$ cat config.mk
export PLATFORM = sky130hd
export DESIGN_NAME = serial_cmd_decoder
export DESIGN_NICKNAME = d
export VERILOG_FILES = /design/src/rtl/serial_cmd_pkg.sv /design/src/rtl/serial_cmd_decoder.sv
export SDC_FILE = /design/constraint.sdc
export NUM_CORES = 1
export LEC_CHECK = 0
export CAP_MARGIN = 20
export CORE_ASPECT_RATIO = 1.4
export CORE_MARGIN = 5
export CORE_UTILIZATION = 40
export CTS_CLUSTER_SIZE = 16
export DETAILED_ROUTE_END_ITERATION = 16
export MAX_ROUTING_LAYER = met4
export PLACE_DENSITY = 0.71
export REMOVE_ABC_BUFFERS = 1
export SYNTH_ARGS = -nofsm -noshare
export SYNTH_HDL_FRONTEND = slang
export SYNTH_SLANG_ARGS = --single-unit
$ cat constraint.sdc
create_clock -name clk -period 2.6 [get_ports clk]
set_input_delay 0.39 -clock clk [delete_from_list [all_inputs] [get_ports clk]]
set_output_delay 0.39 -clock clk [all_outputs]
set_load 0.02 [all_outputs]
$ cat src/rtl/serial_cmd_pkg.sv
// serial_cmd_pkg: framing constants, decoder state encoding and marker lookup shared by the decoder
package serial_cmd_pkg;
   localparam logic [7:0] SOF_BYTE = 8'hFF;
   localparam logic [7:0] SPACE_BYTE = 8'h00;
   localparam logic [7:0] EOF_BYTE = 8'hEE;
   localparam int unsigned MAX_CMD_PAYLOAD_BYTES_DEF = 8;
   typedef enum logic [3:0] {
      S_IDLE, S_SOF1, S_SOF2, S_SPACE, S_LEN, S_PAYLOAD, S_EOF1, S_EOF2, S_DONE
   } dec_state_e;
   function automatic logic [7:0] marker_byte(input dec_state_e s);
      return (s == S_SPACE) ? SPACE_BYTE : (s == S_EOF1 || s == S_EOF2) ? EOF_BYTE : SOF_BYTE;
   endfunction
endpackage

$ cat src/rtl/serial_cmd_decoder.sv
// serial_cmd_decoder: pops one FF FF 00 LEN payload EE EE frame from the RX FIFO and unpacks it into r0..r7
module serial_cmd_decoder
   import serial_cmd_pkg::*;
#(
   parameter int unsigned MAX_CMD_PAYLOAD_BYTES = MAX_CMD_PAYLOAD_BYTES_DEF
) (
   input  logic       clk,
   input  logic       rst,
   input  logic       cmd_ready,
   input  logic [7:0] data,
   input  logic       cmd_processed_received,
   output logic       cmd_read_clk,
   output logic       cmd_processed,
   output logic [7:0] cmd_bytes_processed,
   output logic       cmd_decode_success,
   output logic [7:0] cmd_payload_r0,
   output logic [7:0] cmd_payload_r1,
   output logic [7:0] cmd_payload_r2,
   output logic [7:0] cmd_payload_r3,
   output logic [7:0] cmd_payload_r4,
   output logic [7:0] cmd_payload_r5,
   output logic [7:0] cmd_payload_r6,
   output logic [7:0] cmd_payload_r7
);
   localparam logic [7:0] MAX_LEN = 8'(MAX_CMD_PAYLOAD_BYTES);
   dec_state_e state_q, state_d, nxt;
   logic       phase_q, phase_d;
   logic       rd_q, rd_d;
   logic       ready_q;
   logic       proc_q, proc_d;
   logic       ok_q, ok_d;
   logic [7:0] cnt_q, cnt_d;
   logic [3:0] len_q, len_d;
   logic [3:0] idx_q, idx_d;
   logic [7:0] pay_q [8];
   logic [7:0] pay_d [8];
   logic       bad;
   // phase_q=1 is the pop cycle; the byte is judged at the end of the following cycle
   always_comb begin
      bad = (state_q == S_LEN) ? (data > MAX_LEN) :
            (state_q == S_PAYLOAD) ? 1'b0 : (data != marker_byte(state_q));
      case (state_q)
         S_SOF1:    nxt = S_SOF2;
         S_SOF2:    nxt = S_SPACE;
         S_SPACE:   nxt = S_LEN;
         S_LEN:     nxt = (data == 8'd0) ? S_EOF1 : S_PAYLOAD;
         S_PAYLOAD: nxt = (idx_q + 4'd1 == len_q) ? S_EOF1 : S_PAYLOAD;
         S_EOF1:    nxt = S_EOF2;
         default:   nxt = S_DONE;
      endcase
      state_d = state_q;
      phase_d = phase_q;
      rd_d = 1'b0;
      proc_d = proc_q;
      ok_d = ok_q;
      cnt_d = cnt_q;
      len_d = len_q;
      idx_d = idx_q;
      pay_d = pay_q;
      case (state_q)
         S_IDLE: if (cmd_ready && !ready_q) begin
            state_d = S_SOF1;
            rd_d = 1'b1;
            phase_d = 1'b1;
            cnt_d = 8'd1;
            ok_d = 1'b0;
            pay_d = '{default: 8'h00};
         end
         S_DONE: if (cmd_processed_received) begin
            proc_d = 1'b0;
            state_d = S_IDLE;
         end
         default: if (phase_q) phase_d = 1'b0;
         else if (bad) begin
            state_d = S_DONE;
            proc_d = 1'b1;
            ok_d = 1'b0;
            pay_d = '{default: 8'h00};
         end else begin
            if (state_q == S_LEN) begin
               len_d = data[3:0];
               idx_d = 4'd0;
            end
            if (state_q == S_PAYLOAD) begin
               pay_d[idx_q[2:0]] = data;
               idx_d = idx_q + 4'd1;
            end
            state_d = nxt;
            proc_d = (nxt == S_DONE);
            ok_d = (nxt == S_DONE);
            rd_d = (nxt != S_DONE);
            phase_d = (nxt != S_DONE);
            cnt_d = (nxt != S_DONE) ? cnt_q + 8'd1 : cnt_q;
         end
      endcase
   end
   always_ff @(posedge clk) begin
      if (!rst) begin
         state_q <= S_IDLE;
         phase_q <= 1'b0;
         rd_q <= 1'b0;
         ready_q <= 1'b0;
         proc_q <= 1'b0;
         ok_q <= 1'b0;
         cnt_q <= 8'd0;
         len_q <= 4'd0;
         idx_q <= 4'd0;
         pay_q <= '{default: 8'h00};
      end else begin
         state_q <= state_d;
         phase_q <= phase_d;
         rd_q <= rd_d;
         ready_q <= cmd_ready;
         proc_q <= proc_d;
         ok_q <= ok_d;
         cnt_q <= cnt_d;
         len_q <= len_d;
         idx_q <= idx_d;
         pay_q <= pay_d;
      end
   end
   assign cmd_read_clk = rd_q;
   assign cmd_processed = proc_q;
   assign cmd_bytes_processed = cnt_q;
   assign cmd_decode_success = ok_q;
   assign cmd_payload_r0 = pay_q[0];
   assign cmd_payload_r1 = pay_q[1];
   assign cmd_payload_r2 = pay_q[2];
   assign cmd_payload_r3 = pay_q[3];
   assign cmd_payload_r4 = pay_q[4];
   assign cmd_payload_r5 = pay_q[5];
   assign cmd_payload_r6 = pay_q[6];
   assign cmd_payload_r7 = pay_q[7];
endmodule

* Word-level counts from Yosys, hierarchy flattened
Cells that the tools add are included.
** Operators by class
- Bitwise operators :: 6
- Reductions and logical operators :: 18
- Magnitude comparators :: 3
- $add $sub $neg :: 2
- Mux-type cells :: 41
- Eq/ne operators :: 18
** Operator list (number)
- $mux 64 :: 4
- $pmux 64 s2 :: 1
- $bwmux 64 :: 1
- $mux 8 :: 6
- $demux 8 s3 :: 1
- $mux 4 :: 6
- $pmux 4 s6 :: 1
- $eq 4x3->1 const B :: 4
- $pmux 8 s2 :: 1
- $mux 1 :: 12
- $reduce_and 4->1 :: 3
- $reduce_and 3->1 :: 3
- $add 8x1->8 const B :: 1
- $eq 4x2->1 const B :: 2
- $eq 4x4->1 const B :: 2
- $gt 8x4->1 const B :: 1
- $logic_not 8->1 :: 1
- $ne 8x8->1 :: 1
- $pmux 1 s2 :: 4
- $pmux 4 s2 :: 1
- $ne 2x1->1 const B :: 3
- $mux 5 :: 1
- $not 1->1 :: 5
- $reduce_and 5->1 :: 1
- 18 further kinds :: 22
** Storage, ports and cells
- Word-level logic and storage cells :: 105
- Input port bits :: 12
- Register bits :: 89

* Depth between registers and ports, before layout
Gate-level depths: netlist (run 1).
- Word-level depth :: 10
- Depth in mapped cells :: 8
- Gate-level depth less buffers :: 7

* Least setup slack after synthesis (run 1)
Ideal clock, no wire load.
- Path kind :: register -> register
- Start point :: register state_q[1]
- End point :: register cnt_q[6], in the netlist cmd_bytes_processed[6]
- Data required time :: 2.530 ns
- Setup time :: 0.070 ns
- Stages on the path, launching flop included :: 8
- Data arrival time :: 2.034 ns
- Clock period less this slack :: 2.105 ns
- Slack :: 0.495 ns
- Path through :: dfxtp_1 > buf_4 > or3b_1 > a21oi_1 > o311ai_1 > or3_4 > or4_1 > a21oi_1
** Between the ends
- Word-level cells in the longest chain between the ends :: 9
- Elaborated cells between the ends (all ways) :: 24
- Those cells by class :: eq/ne (13); mux (6); bitwise (1); reduce/logical (4)
** RTL lines
- start: declaration :: line serial_cmd_decoder.sv:26 : dec_state_e state_q, state_d, nxt;
- start signal: assignment :: line serial_cmd_decoder.sv:110 : state_q <= state_d;
- $eq 4x3->1 (on tied branches) :: line serial_cmd_pkg.sv:11, serial_cmd_decoder.sv:42
- $logic_or 1x1->1 :: line serial_cmd_pkg.sv:11 : return (s == S_SPACE) ? SPACE_BYTE : (s == S_EOF1 || s == S_EOF2) ? EOF_BYTE : SOF_BYTE;
- $mux 5 :: line serial_cmd_pkg.sv:11
- $mux 8 :: line serial_cmd_pkg.sv:11
- $ne 8x8->1 :: line serial_cmd_decoder.sv:41 : (state_q == S_PAYLOAD) ? 1'b0 : (data != marker_byte(state_q));
- $mux 1 :: line serial_cmd_decoder.sv:41
- $mux 1 :: line serial_cmd_decoder.sv:40 : bad = (state_q == S_LEN) ? (data > MAX_LEN) :
- $ne 2x1->1 (no source line)
- $reduce_and 5->1 (no source line)
- end signal: assignment :: line serial_cmd_decoder.sv:116 : cnt_q <= cnt_d;
- end: declaration :: line serial_cmd_decoder.sv:32 : logic [7:0] cnt_q, cnt_d;
Parallel ways exist; a longest one is shown, timed or not.
A chain may end at the register's enable or synchronous reset.

* Worst setup path after layout (run 1)
- Start point :: register state_q[0]
- End point :: register cnt_q[6], in the netlist cmd_bytes_processed[6]
Same word-level chain as after synthesis.

==> out/results.tsv, run 1 <==
metric	value	unit
fin_crit	2354	ps
async_reset_ff_share	0	%
end_kind	flop	
cts_hold_buf	0	
setup_violations	0	
ys_seq_area_share	49.39	%
drt_iter0_markers	227	
syn_area	0.003607	mm²
hold_violations	0	
clock_sinks	89	
yosysTopAreaCellShare	49.39	%
cts_tree	built	
worstPathMaxFanout	16	
setup_tns	0	ps
first_pass_iters	5	
timing.hold.ws	454.1	ps
power_density	570.8	mW/mm²
slew_violations	0	
clk_latency	350	ps
synth_area_leader_cell	dfxtp_1	
nets	546	
hp-class	flop to flop	
dieWidth	90.26	µm
fin_crit_sh	90.52	%
place.detailed.hpwl	7498	µm
root_buffer	clkbuf_16	
worstSetupPathType	flop to flop	
synth-edff-count	0	
antenna_cells	0	
cp_common_cell	a21oi_1	
crit_slowest_cell	or4_1	
drive_gt1_share	9.125	%
cts_buffer_depth	2	
grt_pass1_vias	3506	
grt_overflow	0	
worstMarginPinSlew	621.5	ps
dieArea	0.01104	mm²
slew_headroom	58.42	%
area_delta_synth_final	39.02	%
rsz0062_at_grt	no	
p_total	0.002863	W
worstPathRequired	2870	ps
post_cts_buffers	0	
synth.most_common_cell	nand2_1	
drc	0	
cts_buffers	9	
clk_pin_slew	70	ps
die_h	122.4	µm
crit_arrival	2620	ps
ant_nets	0	
grt_max_degree	30	
dp_slack	-60.18	ps
status	complete, no violations	
crit_path_start_kind	flop	
rows	41	
drv_cap	0	
vias	3532	
p_leak	1.682	nW
netlist_top_cells_count	nand2_1, dfxtp_1, o22ai_1, a21oi_1, nand3_1	
path_cells	or3b_1 > a21oi_1 > o311ai_1 > or3_4 > or4_1 > a21oi_1	
cts_max_level	3	
core	0.008926	mm²
synthFlopType	dfxtp_1	
ir_drop	0.3822	mV
synth.avg_cell_area	8.389	µm²
grt_pass1_wl	17150	µm
grtUsageTotal	19.42	%
cts-resized-gates	0	
setup_ws	246.5	ps
synth.area.top_cells	dfxtp_1, o22ai_1, nand2_1	
clock_skew	13.27	ps
synth_cell_types	44	
ios	87	
synth_seq_cells	89	
start_util	40.41	%
wirelength	10400	µm
drt-vias-per-instance	5.484	
wire_per_inst	16.15	µm
port_buffers	86	
routabilityCongestion	0.8642	
synthCells	430	
yosys_warnings	0	
slowest_delay	510	ps
fmax	0.4249	GHz
antenna_found_initial	0	
==> layout by cell type, fill, tap and decap left out, types with 3 or more instances in the layout <==
cell type,count
o31ai_1,3
or4_1,4
nand2_1,98
a21oi_1,23
clkinv_8,3
xor2_1,3
buf_4,27
nor4_1,3
inv_1,4
clkbuf_16,9
clkinv_4,3
and3_1,3
dfxtp_1,89
a31oi_1,3
clkdlybuf4s50_1,85
and2_1,5
o21ai_0,10
nor3_1,10
or3_1,3
xnor2_1,4
nand4_1,3
nor2_1,14
nor2b_1,9
mux2i_1,5
nand3_1,19
a21boi_0,4
o22ai_1,65
nand2b_1,6
==> layer usage <==
layer | GRT usage (%) | wire length, µm
met1 | 21.81 | 4159
met2 | 33.75 | 5457
met3 | 4.414 | 565
met4 | 7.263 | 217
met5 | - | 0
==> final timing paths <==
kind,cells after the start,endpoint,slack (ps),start
min reg2reg,2,cmd_payload_r7[1]$_SDFFE_PN0P_,450,cmd_payload_r7[1]$_SDFFE_PN0P_
min,2,cmd_payload_r7[1]$_SDFFE_PN0P_,450,cmd_payload_r7[1]$_SDFFE_PN0P_
max,6,cmd_bytes_processed[6]$_SDFFE_PN0P_,250,state_q[0]$_SDFFE_PN0P_
max reg2reg,6,cmd_bytes_processed[6]$_SDFFE_PN0P_,250,state_q[0]$_SDFFE_PN0P_
==> layout make-up <==
| cell class | count | area (µm²) |
|---|---|---|
| clock inverter | 7 | 86.33 |
| timing repair buffer | 113 | 1059 |
| sequential | 89 | 1782 |
| fill | 852 | 3911 |
| tap | 107 | 133.9 |
| clock buffer | 9 | 225.2 |
| multi-input combinational | 315 | 1714 |
| inverter | 4 | 15.01 |
==> registers in the layout, indices dropped and copies added, names as in the netlist, 4 cells and up <==
| register | cells |
|---|---|
| cmd_bytes_processed | 8 |
| cmd_payload_r3 | 8 |
| cmd_payload_r7 | 8 |
| cmd_payload_r1 | 8 |
| cmd_payload_r0 | 8 |
| cmd_payload_r5 | 8 |
| state_q | 4 |
| cmd_payload_r4 | 8 |
| idx_q | 4 |
| cmd_payload_r2 | 8 |
| cmd_payload_r6 | 8 |
| len_q | 4 |
==> logic make-up (layout without fill, tap and decap cells) <==
logic type | after synthesis | after routing | synth area share, %
AND/OR/NAND/NOR | 185 | 185 | 23.90
XOR/XNOR | 7 | 7 | 1.700
adder cells (fa/ha/maj) | 2 | 2 | 0.6936
multiplexers | 5 | 5 | 1.387
buffers and inverters | 26 | 133 | 3.087
flip-flops | 89 | 89 | 49.39
AO/OA/AOI/OAI | 116 | 116 | 19.84
==> worst max-delay path: cells and delay by family, from the launching register on <==
| kind | cells | cell delay, ps |
|---|---|---|
| AO/OA/AOI/OAI | 3 | 460 |
| flip-flops | 1 | 470 |
| AND/OR/NAND/NOR | 3 | 1340 |
==> report_power, final <==
group          switching, W  leakage (nW)  internal (W)
Sequential        0.0000118         0.718       0.00137
Combinational      0.000116         0.814     0.0000802
Clock              0.000602         0.150      0.000684
Total              0.000729          1.68       0.00213
==> through the flow <==
stage	area (µm²)	std cells	utilization, %
after floorplan	3511	408	-
after global placement	4703	628	52.69
after detailed placement	4703	628	52.69
after CTS	5015	644	56.18
after global routing	5015	644	56.18
final	5015	644	56.18
Power figures use the tool's default switching activity.
==> run 2: changes to the inputs <==
Settings changed: CORE_MARGIN 5 to not set.
==> out/results.tsv, run 2 (synthesis gave the netlist of run 1 again) <==
metric	value	unit	change
status	complete, no violations		unchanged
start_util	41.66	%	was 40.41%
grt_pass1_wl	16810	µm	was 17150 µm
core	0.008658	mm²	was 0.008926 mm²
worstPathMaxFanout	16		unchanged
drt-vias-per-instance	5.523		was 5.484
dieArea	0.009407	mm²	was 0.01104 mm²
postPlaceCellArea	0.004701	mm²	was 0.004703 mm²
ant_nets	0		unchanged
hp-class	flop to flop		unchanged
p_leak	1.672	nW	was 1.682 nW
slew_violations	0		unchanged
drv_cap	0		unchanged
place.detailed.hpwl	7266	µm	was 7498 µm
rows	40		was 41
end_kind	flop		unchanged
timing.hold.ws	459.7	ps	was 454.1 ps
antenna_cells	0		unchanged
grt_max_degree	58		was 30
antenna_found_initial	0		unchanged
drc	0		unchanged
clk_latency	340	ps	was 350 ps
grt_pass1_vias	3458		was 3506
crit_path_start_kind	flop		unchanged
setup_ws	240.5	ps	was 246.5 ps
dp_slack	-71.76	ps	was -60.18 ps
wirelength	10490	µm	was 10400 µm
vias	3546		was 3532
fin_crit_sh	90.75	%	was 90.52%
area.sequential	0.001782	mm²	unchanged
fmax	0.4238	GHz	was 0.4249 GHz
worstPathRequired	2870	ps	about the same
port_buffers	86		unchanged
cts_buffers	9		unchanged
fill_cells	804		was 852
setup_violations	0		unchanged
nets	546		unchanged
cts_max_level	3		unchanged
clk_pin_slew	70	ps	about the same
final_cell_area	0.005005	mm²	was 0.005015 mm²
die_h	114.4	µm	was 122.4 µm
ios	87		unchanged
wire_per_inst	16.35	µm	was 16.15 µm
drt_iter0_markers	162		was 227
crit_arrival	2630	ps	was 2620 ps
final_cell_mix	nand2_1, dfxtp_1, clkdlybuf4s50_1, o22ai_1, buf_4		unchanged
cts_hold_buf	0		unchanged
fin_crit	2360	ps	was 2354 ps
routabilityCongestion	0.8792		was 0.8642
clock_skew	8.740	ps	was 13.27 ps
multi_input_area	0.001722	mm²	was 0.001714 mm²
grtUsageTotal	24.21	%	was 19.42%
final_common_cell	nand2_1		unchanged
first_pass_iters	4		was 5
cts_tree	built		unchanged
clock_sinks	89		unchanged
dieWidth	82.26	µm	was 90.26 µm
worstSetupPathType	flop to flop		unchanged
drive_gt1_share	9.497	%	was 9.125%
area_delta_synth_final	38.74	%	was 39.02%
root_buffer	clkbuf_16		unchanged
rsz0062_at_grt	no		unchanged
grt_overflow	0		unchanged
hold_violations	0		unchanged
power_density	570.2	mW/mm²	was 570.8 mW/mm²
ir_drop	0.4784	mV	was 0.3822 mV
worstMarginPinSlew	743.6	ps	was 621.5 ps
slew_headroom	50.24	%	was 58.42%
cts_buffer_depth	2		unchanged
==> run 2: cell count changes in the layout (fill, tap and decap cells not counted), sizes merged <==
cell | before | now
clkinvlp | 0 | 2
clkinv | 6 | 1
inv | 5 | 8
==> run 2: repair_timing <==
item | in CTS | in global routing
gates resized for setup | 0 | 2
setup endpoints to repair | 0 | 13
setup buffers | 0 | 0
hold endpoints to repair | 0 | 0
==> run 2: power breakdown <==
part           internal (W)  switching, W
Sequential          0.00137     0.0000151
Combinational     0.0000807      0.000113
Clock              0.000676      0.000598
Total               0.00213      0.000726
==> run 2: layer usage <==
layer | wire length [µm] | vias up | global-route usage (%)
met2 | 5498 | 87 | 42.70
met1 | 4348 | 1689 | 26.01
met4 | 153 | 0 | 7.719
li1 | - | 1755 | -
met5 | 0 | - | -
met3 | 493 | 15 | 5.817
==> run 2: critical path, cell delays in order (launching register included) <==
cell and delay, ps:
dfxtp_1 480, or3b_1 450, a21oi_1 150, o311ai_1 150, or3_4 410, or4_1 510
a21oi_1 140
==> run 2: worst paths after layout <==
path                             startpoint                                   to  slack (ps)  cells after the start
max                 state_q[2]$_SDFFE_PN0P_  cmd_bytes_processed[7]$_SDFFE_PN0P_         240                      6
max reg2reg         state_q[2]$_SDFFE_PN0P_  cmd_bytes_processed[7]$_SDFFE_PN0P_         240                      6
min reg2reg  cmd_payload_r7[4]$_SDFFE_PN0P_       cmd_payload_r7[4]$_SDFFE_PN0P_         460                      2
min          cmd_payload_r7[4]$_SDFFE_PN0P_       cmd_payload_r7[4]$_SDFFE_PN0P_         460                      2
==> run 2: area by class of cell <==
type / instances / area share [%]
clock buffers: 9 / 4.500
clock inverters: 7 / 1.425
well taps: 105 / 2.625
repair buffers: 113 / 21.15
inverters: 4 / 0.3000
flip-flops and latches: 89 / 35.60
multi-input cells: 315 / 34.40
==> run 2: per-stage QoR <==
| stage | setup TNS [ps] | std cells | total power, W | util, % |
|---|---|---|---|---|
| 6_report | 0 | 642 | 0.002854 | 57.80 |
| 5_1_grt | 0 | 642 | 0.002941 | 57.80 |
| 4_1_cts | 0 | 642 | 0.002865 | 57.72 |
| 3_5_place_dp | -370.7 | 626 | 0.001607 | 54.29 |
| 3_3_place_gp | -92.54 | 626 | 0.001604 | 54.29 |
| 2_1_floorplan | 0 | 408 | 0.001501 | - |
==> variant: new RTL, flow settings as in run 2 <==
Encoding of `dec_state_e`: now one-hot (9 bits for 9 states).
--- a/src/rtl/serial_cmd_pkg.sv
+++ b/src/rtl/serial_cmd_pkg.sv
@@ -6,4 +6,4 @@
    localparam int unsigned MAX_CMD_PAYLOAD_BYTES_DEF = 8;
-   typedef enum logic [3:0] {
-      S_IDLE, S_SOF1, S_SOF2, S_SPACE, S_LEN, S_PAYLOAD, S_EOF1, S_EOF2, S_DONE
+   typedef enum logic [8:0] {
+      S_IDLE = 9'b000000001, S_SOF1 = 9'b000000010, S_SOF2 = 9'b000000100, S_SPACE = 9'b000001000, S_LEN = 9'b000010000, S_PAYLOAD = 9'b000100000, S_EOF1 = 9'b001000000, S_EOF2 = 9'b010000000, S_DONE = 9'b100000000
    } dec_state_e;
Function: no difference found for any inputs over 10 cycles, from zero or initial values and one cycle with rst low; not proved beyond that.
==> variant against run 2 <==
Final area grew 17%; final cell count rose by 14%; fmax down 4.9%; setup slack got worse by 120 ps; count of clock-buffer cells in the layout up 1; area after synthesis increased by 15%; wire length increased by 21%; non-clock buffer count up 35; sequential cell count grew 5; die area rose by 15%; core utilization rose by 0.64 points; critical path type unchanged.
Power is not compared: it rests on default switching activity, and its combinational part moved more than twofold at a synthesized area within 25%.
==> variant: results (changes against run 2) <==
| Metric | Value |
|---|---|
| Max clock buf depth | `2 (unchanged)` |
| Commonest register cell after synthesis | `dfxtp_1` |
| Gr usage total | `0.254 (+0.0116)` |
| Warnings, synthesis | `0 (unchanged)` |
| Vias in the first global route | `4186 (+21%)` |
| Outcome | `completed` |
| Commonest cells in the netlist | `dfxtp_1 (94), nand2_1 (42), inv_1 (40)` |
| Antenna violations before repair | `0 (unchanged)` |
| GP Congestion | `0.944 (+7.4%)` |
| Number of diodes | `0 (unchanged)` |
| FILL cells | `923 (+15%)` |
| Hold Path Class | `reg -> reg` |
| CP peak stage delay | `600 ps (+90 ps)` |
| CP endpoint | `cmd_payload_r3[6]$_SDFFE_PN0P_` |
| Setup WS pre-CTS | `-234 ps (-163 ps)` |
| Final wirelength | `12700 um (+21%)` |
| Mapped Cells | `458 (+6.5%)` |
| Crit path max fanout | `8 (-8)` |
| Max rail drop VDD | `roughly 0.36 mV` |
| Worst-path cell with the longest stage delay | `or4_4` |
| Net count, final | `606 (+11%)` |
| Minimum period implied by the final worst setup slack | `2480 ps (+122 ps)` |
| Wire length of the first global-routing pass | `20500 um (+22%)` |
| CP startpoint | `state_q[5]$_SDFFE_PN0P_` |
| WL/cell | `17.3 um (+5.9%)` |
| Routed Antenna Nets | `0 (unchanged)` |
| Static leakage | `around 2.1 nW` |
| HPWL Detailed | `9350 um (+29%)` |
| Post-synthesis sequential area ratio | `0.452 (-0.0419)` |
| Post-synth cell types | `61 (+39%)` |
| Placed cell count | `713 (+14%)` |
| Largest net degree at the start of global routing | `30 (-48%)` |
| Routed vias | `4088 (+15%)` |
| Max reg flops | `9` |
| CTS root buffer | `clkbuf_16` |
| Critical Path AT | `2690 ps (+60 ps)` |
| Reg2reg start | `state_q[5]$_SDFFE_PN0P_` |
| DR iter-0 viols | `190 (+17%)` |
| Layout cells sized above 1 | `0.176 (+0.0809)` |
| Worst clock skew | `7.09 ps (-1.65 ps)` |
| Largest reg by FF count | `state_q` |
| Starting Density | `0.416 (-0.000640)` |
| Synth area leaders | `dfxtp_1 (45%), o22ai_1 (5.0%), nand2_1 (3.8%), inv_1 (3.6%), o2bb2ai_1 (3.4%)` |
| R2R cell count | `6 (unchanged)` |
| Clk slew on worst S/H paths | `70 ps (about the same)` |
| Tightest Pin Transition | `606 ps (-137 ps)` |
| R2r setup slk | `120 ps (-120 ps)` |
==> variant: changes by cell type after synthesis, moves of 5 or more <==
cell       delta
a22o_1       +11
a31o_2        +5
dfxtp_1       +5
inv_1        +36
mux2i_1       -5
nand2_1      -56
nor2_1        +7
nor2b_1       -9
o22ai_1      -32
o2bb2ai_1    +15
==> variant: per-stage QoR <==
step                instance area (um^2)  TNS (ps)   util
floorplan                           4040         0      -
global placement                    5530     -1340  0.553
detailed placement                  5530     -3930  0.553
CTS                                 5820         0  0.582
global route                        5850      -991  0.584
finish                              5850         0  0.584
==> variant: cells by family (layout without fill, tap and decap cells) <==
group           Yosys count  count (layout)  share of synthesized area
mux                       2               2                    0.00541
compound gates          132             132                      0.242
buf+inv                  65             204                     0.0664
simple gates            154             154                      0.209
fa+ha+maj                 2               2                    0.00601
flops                    94              94                      0.452
xor+xnor                  9               9                     0.0189
==> variant: critical path, delay by kind of cell, from the launching register on <==
family | cells | cell delay, ps
AOI/OAI and AO/OA | 3 | 730
DFF | 1 | 370
and+or+nand+nor | 3 | 1230
==> variant: where the power goes <==
group          internal (mW)  switching (mW)  total (mW)
registers               1.49          0.0686        1.56
clock network          0.654           0.580        1.23
logic                  0.447           0.794        1.24
==> variant: per-layer routing <==
layer / share of wire / wire, um / global-route usage
met4: 0.032 / 409 / 0.127
met1: 0.41 / 5170 / 0.295
met3: 0.056 / 711 / 0.0518
met5: 0 / 0 / -
met2: 0.50 / 6380 / 0.412
==> variant: how the worst min path moves through the flow <==
stage	startpoint	end	slack, ps	depth (start not counted)
2_1_floorplan	len_q[0]$_SDFFE_PN0P_	len_q[0]$_SDFFE_PN0P_	460	2
3_3_place_gp	cmd_payload_r3[1]$_SDFFE_PN0P_	cmd_payload_r3[1]$_SDFFE_PN0P_	440	2
3_5_place_dp	cmd_payload_r3[5]$_SDFFE_PN0P_	cmd_payload_r3[5]$_SDFFE_PN0P_	440	2
4_1_cts	cmd_payload_r3[5]$_SDFFE_PN0P_	cmd_payload_r3[5]$_SDFFE_PN0P_	450	2
5_1_grt	cmd_processed$_SDFFE_PN0P_	cmd_processed$_SDFFE_PN0P_	470	2
6_report	cmd_payload_r3[5]$_SDFFE_PN0P_	cmd_payload_r3[5]$_SDFFE_PN0P_	450	2
==> variant: repair_timing <==
item | CTS | global route
gates resized for setup | 0 | 3
hold endpoints to repair | 0 | 0
pin swaps | 1 | 1
gates cloned | 0 | 0
setup endpoints to repair | 1 | 43
setup buffers | 2 | 1
==> variant: cell type report <==
cell class	instances	area share
multi-input combinational	299	0.345
sequential	94	0.322
timing repair buffer	148	0.231
clock buffer	10	0.0392
tap	135	0.0289
inverter	40	0.0257
clock inverter	6	0.00792
